==> config.mk <==
export PLATFORM = sky130hd
export DESIGN_NAME = bi_shift_stack
export DESIGN_NICKNAME = d
export VERILOG_FILES = /design/src/rtl/bi_shift_stack.sv
export SDC_FILE = /design/constraint.sdc
export NUM_CORES = 1
export LEC_CHECK = 0
export ABC_CLOCK_PERIOD_IN_PS = 1900
export CAP_MARGIN = 20
export CORE_MARGIN = 2
export CORE_UTILIZATION = 45
export DETAILED_ROUTE_END_ITERATION = 8
export GPL_TIMING_DRIVEN = 0
export PLACE_DENSITY = 0.87
export RECOVER_POWER = 50
export SLEW_MARGIN = 20
export SYNTH_ARGS = -nofsm -noshare
export SYNTH_HDL_FRONTEND = slang
export SYNTH_SLANG_ARGS = --single-unit
==> constraint.sdc <==
create_clock -name clk -period 1.9 [get_ports clk]
set_input_delay 0.38 -clock clk [delete_from_list [all_inputs] [get_ports clk]]
set_output_delay 0.38 -clock clk [all_outputs]
set_load 0.02 [all_outputs]
==> src/rtl/bi_shift_stack.sv <==
// Bidirectional shift-register LIFO stack with occupancy, flags and registered pop data.
// Optional rotate on op=11 is enabled by defining BI_SHIFT_STACK_ROTATE_EN.
module bi_shift_stack #(
  parameter int unsigned WIDTH = 8,
  parameter int unsigned DEPTH = 8,
  parameter int unsigned CW    = $clog2(DEPTH + 1)
) (
  input  logic                   clk,
  input  logic                   rst,
  input  logic                   enb,
  input  logic [1:0]             op,
  input  logic [WIDTH-1:0]       din,
  input  logic                   flag_clr,
  output logic [WIDTH-1:0]       top,
  output logic [DEPTH*WIDTH-1:0] data_flat,
  output logic [CW-1:0]          count,
  output logic                   full,
  output logic                   empty,
  output logic [WIDTH-1:0]       pop_data,
  output logic                   pop_valid,
  output logic                   ovf,
  output logic                   unf
);

  localparam logic [CW-1:0] CountMax = CW'(DEPTH);

  logic [WIDTH-1:0] stack_q [DEPTH];
  logic [WIDTH-1:0] stack_d [DEPTH];
  logic [CW-1:0]    count_q, count_d;
  logic [WIDTH-1:0] pop_data_q, pop_data_d;
  logic             pop_valid_q, pop_valid_d;
  logic             ovf_q, ovf_d, unf_q, unf_d;
  logic             ovf_set, unf_set;

  assign full  = (count_q == CountMax);
  assign empty = (count_q == '0);
  assign top   = stack_q[DEPTH-1];

  for (genvar g = 0; g < DEPTH; g++) begin : g_flat
    assign data_flat[g*WIDTH +: WIDTH] = stack_q[g];
  end

  always_comb begin
    stack_d     = stack_q;
    count_d     = count_q;
    pop_data_d  = pop_data_q;
    pop_valid_d = 1'b0;
    ovf_set     = 1'b0;
    unf_set     = 1'b0;
    if (enb) begin
      case (op)
        2'b01: begin
          for (int unsigned i = 0; i < DEPTH - 1; i++) stack_d[i] = stack_q[i+1];
          stack_d[DEPTH-1] = din;
          // When full the bottom entry falls off and count saturates.
          if (full) ovf_set = 1'b1;
          else      count_d = count_q + CW'(1);
        end
        2'b10: begin
          if (empty) begin
            unf_set = 1'b1;
          end else begin
            pop_data_d  = stack_q[DEPTH-1];
            pop_valid_d = 1'b1;
            for (int unsigned i = 1; i < DEPTH; i++) stack_d[i] = stack_q[i-1];
            stack_d[0] = '0;
            count_d    = count_q - CW'(1);
          end
        end
`ifdef BI_SHIFT_STACK_ROTATE_EN
        2'b11: begin
          // Rotates every slot, valid or not; count is untouched.
          for (int unsigned i = 1; i < DEPTH; i++) stack_d[i] = stack_q[i-1];
          stack_d[0] = stack_q[DEPTH-1];
        end
`endif
        default: ;
      endcase
    end
    // A set in the same cycle as flag_clr wins.
    ovf_d = (ovf_q & ~flag_clr) | ovf_set;
    unf_d = (unf_q & ~flag_clr) | unf_set;
  end

  always_ff @(posedge clk) begin
    if (rst) begin
      for (int unsigned i = 0; i < DEPTH; i++) stack_q[i] <= '0;
      count_q     <= '0;
      pop_data_q  <= '0;
      pop_valid_q <= 1'b0;
      ovf_q       <= 1'b0;
      unf_q       <= 1'b0;
    end else begin
      for (int unsigned i = 0; i < DEPTH; i++) stack_q[i] <= stack_d[i];
      count_q     <= count_d;
      pop_data_q  <= pop_data_d;
      pop_valid_q <= pop_valid_d;
      ovf_q       <= ovf_d;
      unf_q       <= unf_d;
    end
  end

  assign count     = count_q;
  assign pop_data  = pop_data_q;
  assign pop_valid = pop_valid_q;
  assign ovf       = ovf_q;
  assign unf       = unf_q;

endmodule
# Word level (Yosys, flattened, before mapping)
# Cells that the tools add are included.
[op_classes]
bitwise_logic = 8
reduce_logical = 6
muxes = 12
shift = 0
addsub = 2
div_mod_pow = 0
order_cmp = 0
mul = 0
n_eq_ne = 5
[op_table]
columns = ["op", "count"]
rows = [
  ["$pmux 64 s2", 1],
  ["$mux 64", 1],
  ["$mux 4", 2],
  ["$pmux 4 s2", 1],
  ["$mux 1", 7],
  ["$reduce_and 3->1", 2],
  ["$add 4x1->4 const B", 1],
  ["$eq 4x4->1 const B", 1],
  ["$logic_not 4->1", 1],
  ["$ne 2x2->1 const B", 2],
  ["$not 1->1", 4],
  ["$reduce_and 4->1", 1],
  ["$sub 4x1->4 const B", 1],
  ["$reduce_or 3->1", 1],
  ["$and 1x1->1", 2],
  ["$eq 2x1->1 const B", 1],
  ["$eq 2x2->1 const B", 1],
  ["$or 1x1->1", 2],
  ["$reduce_bool 2->1", 1],
]
[totals]
elab_cells = 46
input_bits = 14
mem_bits_rw = 0
latch_bits = 0
memories = 0
rom_bits = 0
out_inout_bits = 89
reg_bits = 79

# Depth between registers and ports, before layout
[depth]
depth_word = 5
ltp_mapped = 8
ltp_nobuf = 7

# Worst setup path before layout
# No wires, ideal clock.
[synth_timing]
path_type = "reg2reg"
from = "register count_q[3] (netlist: count[3])"
to = "register stack_q (netlist bit top[0])"
path_buffers = 2
arrival_time_ns = 1.655
path_slack_ns = 0.098
period_less_slack_ns = 1.802
stages_incl_launch_ff = 8
required_ns = 1.753
setup_time_ns = 0.147
cell_sequence = "dfxtp_1 > or4_4 > clkinv_2 > o21ai_2 > buf_6 > buf_2 > nor2_1 > a311oi_2"
[synth_between]
elab_chain_len = 3
[synth_lines]
columns = ["element", "line_no", "source"]
rows = [
  ["start, declared", "29", "logic [CW-1:0] count_q, count_d;"],
  ["start signal, assigned", "95", "count_q <= count_d;"],
  ["$logic_not 4->1", "36", "assign empty = (count_q == '0);"],
  ["via empty", "18", "output logic empty,"],
  ["$ne 2x2->1 (no source line)", "n/a", ""],
  ["$reduce_and 3->1 (no source line)", "n/a", ""],
  ["end, declared", "27", "logic [WIDTH-1:0] stack_q [DEPTH];"],
]
# The timed path passes the listed nets, and every way through them passes these cells.
# A chain may end at the register's enable or synchronous reset.

# Worst setup path after layout
[layout_timing]
from = "register count_q[0] (netlist: count[0])"
to = "output port empty"
[layout_between]
elab_chain_len = 1
[layout_lines]
columns = ["element", "line_no"]
rows = [
  ["$logic_not 4->1", "36"],
  ["end, declared", "18"],
]
# Every way passes these cells.

==> results_dict.tcl <==
set metrics [dict create \
    power_density_nw_per_um2 783 \
    yosys.area_share.adder_pct 0.336 \
    drtPass1Iterations 4 \
    vias 3640 \
    synthCells 434 \
    placement.setup.worst_slack_ps -700 \
    area_delta_synth_final_pct 37.4 \
    crit_path_start_kind "register" \
    timing.critical_path.slowest_stage_cell "sky130_fd_sc_hd__or4_4" \
    grt_usage_pct 24.9 \
    grt_pass1_wl_um 17500 \
    die_h_um 95.0 \
    synth.yosys.seq_area_share_pct 42.4 \
    finalSetupViolations 0 \
    post-synth-top-area-fraction_pct 42.4 \
    post_synth_and_or_nand_nor_area_fraction_pct 23.8 \
    antenna_left 0 \
    cts_made_buffers 9 \
    n_fill_cell 649 \
    antenna_found_initial 0 \
    clock-skew-final_ps 12.2 \
    timing.critical_path.required_ps 1520 \
    grt-ovfl-total 0 \
    total_leakage_power_nw 1.67 \
    cts_tree "built" \
    grt_max_degree 13 \
    timing.setup.critical_path_class "reg2out" \
    routedWlPerCell_um 16.8 \
    critical_path.max_stage_delay_ps 580 \
    rsz0062_at_grt "true" \
    report.final.slew_viol_count 0 \
    first_global_vias 3531 \
    max_slew.worst_pin.slew_ps 700 \
    maxClockFrequency_mhz 529 \
    chipWidth_um 95.0 \
    routabilityCongestion 0.868 \
    fraction_of_layout_cells_with_a_size_suffix_above_1_pct 20.4 \
    holdCritPathClass "reg2reg" \
    clock-sinks 79 \
    cts_root_buf "sky130_fd_sc_hd__clkbuf_8" \
    ctsHtreeMaxLevel 3 \
    cts_hold_buffers 0 \
    power_mw 4.01 \
    drc 0 \
    end_kind "primary output" \
    setup_ws_ps 10.1 \
    run_status "completed" \
    hold_viol 0 \
    num_antenna_cells 0 \
    num_io_pins 103 \
    synth_top_cells_by_area "sky130_fd_sc_hd__dfxtp_1 (42%), sky130_fd_sc_hd__a311oi_2 (20%), sky130_fd_sc_hd__nand2_1 (14%)" \
    cp_cell_sequence "or4_4, inv_4, buf_6" \
    synth_cell_type_count 31 \
    synthesized_area_per_cell_um2 8.59 \
    dominant_combinational_cell_family_by_area_after_synthesis "compound AO/OA/AOI/OAI gates" \
    fp-row-count 33 \
    port-buffer-count 101 \
    synth-xor-area-share_pct 0.705 \
    dieArea_um2 9030 \
    worst_setup_hold_path_clk_slew_ps 80 \
    synth_seq_cells 79 \
    synth-warning-count 0 \
    syn-num-nets 449 \
    viasPerCell 5.53 \
    post_synth_instance_area_um2 3730 \
    period_share_pct 99.5 \
    detailedPlacementHpwl_um 8070 \
    arrival_ps 1510 \
    clockBufferDepth 2 \
    critical_path.max_fanout 6 \
    clock_insertion_delay_worst_skew_ps 350 \
    synthMuxAreaShare_pct 0.839 \
    final_net_count 564 \
    max_slew_margin_pct 53.3 \
    wirelength_routed_um 11100 \
    drv_cap 0 \
    synth_compound_gate_area_share_pct 24.9 \
    drt_first_iter_violations 188 \
    design.core.area_um2 8130 \
    synth.largest_area_cell "sky130_fd_sc_hd__dfxtp_1" \
    min_period_ps 1890 \
    most_frequent_cells_in_the_layout "sky130_fd_sc_hd__nand2_1 (137), sky130_fd_sc_hd__clkdlybuf4s50_1 (92), sky130_fd_sc_hd__dfxtp_1 (72)" \
    vdd_drop_max_mv 0.408 \
    layout_commonest_cell "sky130_fd_sc_hd__nand2_1" \
    floorplan.initialDensity_pct 45.8 \
]
repair_timing:
action / CTS / global route
resized for setup: 17 / 27
setup endpoints to repair: 59 / 54
setup buffers: 1 / 2
pin swaps: 1 / 3
synthesized netlist by cell type:
library cell               count
sky130_fd_sc_hd__xor2_1        2
sky130_fd_sc_hd__a311oi_1      6
sky130_fd_sc_hd__mux2_2        1
sky130_fd_sc_hd__or4_4         1
sky130_fd_sc_hd__nor3_1        1
sky130_fd_sc_hd__ha_1          1
sky130_fd_sc_hd__inv_1         2
sky130_fd_sc_hd__dfxtp_1      79
sky130_fd_sc_hd__a221o_1       1
sky130_fd_sc_hd__nand3_2       1
sky130_fd_sc_hd__nor2b_1       2
sky130_fd_sc_hd__buf_2         8
sky130_fd_sc_hd__a21oi_1      19
sky130_fd_sc_hd__buf_4         8
sky130_fd_sc_hd__nand2_1     137
sky130_fd_sc_hd__and2_1        1
sky130_fd_sc_hd__o21ai_2       1
sky130_fd_sc_hd__nand4_1       1
sky130_fd_sc_hd__nand3b_1      2
sky130_fd_sc_hd__o21ai_0       1
sky130_fd_sc_hd__nand2b_1      2
sky130_fd_sc_hd__a22oi_1       1
sky130_fd_sc_hd__a311oi_2     50
sky130_fd_sc_hd__clkbuf_1     21
sky130_fd_sc_hd__nor2_1       66
sky130_fd_sc_hd__xnor2_1       1
sky130_fd_sc_hd__mux2i_1       2
sky130_fd_sc_hd__clkinv_2      1
sky130_fd_sc_hd__buf_6         6
sky130_fd_sc_hd__nand3_1       8
sky130_fd_sc_hd__or3_1         1
cell type report:
class                      count  area (um2)  share of cell area (%)
inverter                       3        13.8                   0.269
clock inverter                 4        45.0                   0.880
clock buffer                  11         151                    2.96
timing repair buffer         104        1010                    19.7
tap                          105         131                    2.57
buffer                        43         263                    5.13
multi-input combinational    309        1920                    37.4
sequential                    79        1590                    31.1
cells by family (layout without fill, tap and decap cells):
logic type      Yosys count  after routing
fa+ha+maj                 1              1
mux                       3              3
compound gates           79             79
buf+inv                  46            165
xor+xnor                  3              3
flops                    79             79
simple gates            223            223
registers in the layout, summed over array words and instances, names as in the netlist:
register,flops
data_flat,56
top,8
ovf,1
pop_valid,1
count,4
unf,1
pop_data,8
layer usage:
metal / track usage [%] / part of all wire, %
met1: 31.4 / 42
met2: 41.1 / 50
met3: 4.58 / 6.0
met4: 12.0 / 2.1
met5: 0 / 0
worst paths after layout:
path                             from                       end  slack (ps)  cells after the start
min reg2reg  pop_data[2]$_SDFFE_PP0P_  pop_data[2]$_SDFFE_PP0P_         460                      2
min          pop_data[2]$_SDFFE_PP0P_  pop_data[2]$_SDFFE_PP0P_         460                      2
max reg2reg     count[0]$_SDFFE_PP0P_       top[0]$_SDFFE_PP0P_          50                      7
max             count[0]$_SDFFE_PP0P_                     empty          10                      3
through the flow:
stage / util (%) / cell area [um2] / TNS, ps / cells / hold WS [ps]
floorplan: - / 3730 / 0 / 434 / 533
global placement: 59.9 / 4870 / -21720 / 640 / 445
detailed placement: 59.9 / 4870 / -24140 / 640 / 455
CTS: 62.6 / 5090 / 0 / 656 / 466
global route: 63.0 / 5120 / -55.1 / 658 / 483
finish: 63.0 / 5120 / 0 / 658 / 461
where the power goes:
part           internal, mW  switching, mW  leakage [nW]
sequential             1.75          0.127         0.647
combinational         0.380          0.483         0.921
clock                 0.666          0.605         0.105
total                  2.79           1.21          1.67
worst max-delay path, delay by kind of cell (launching register included):
family | cells | cell delay (ps)
and+or+nand+nor | 1 | 580
buffers and inverters | 2 | 220
DFF | 1 | 370
(Power assumes the default switching activity.)
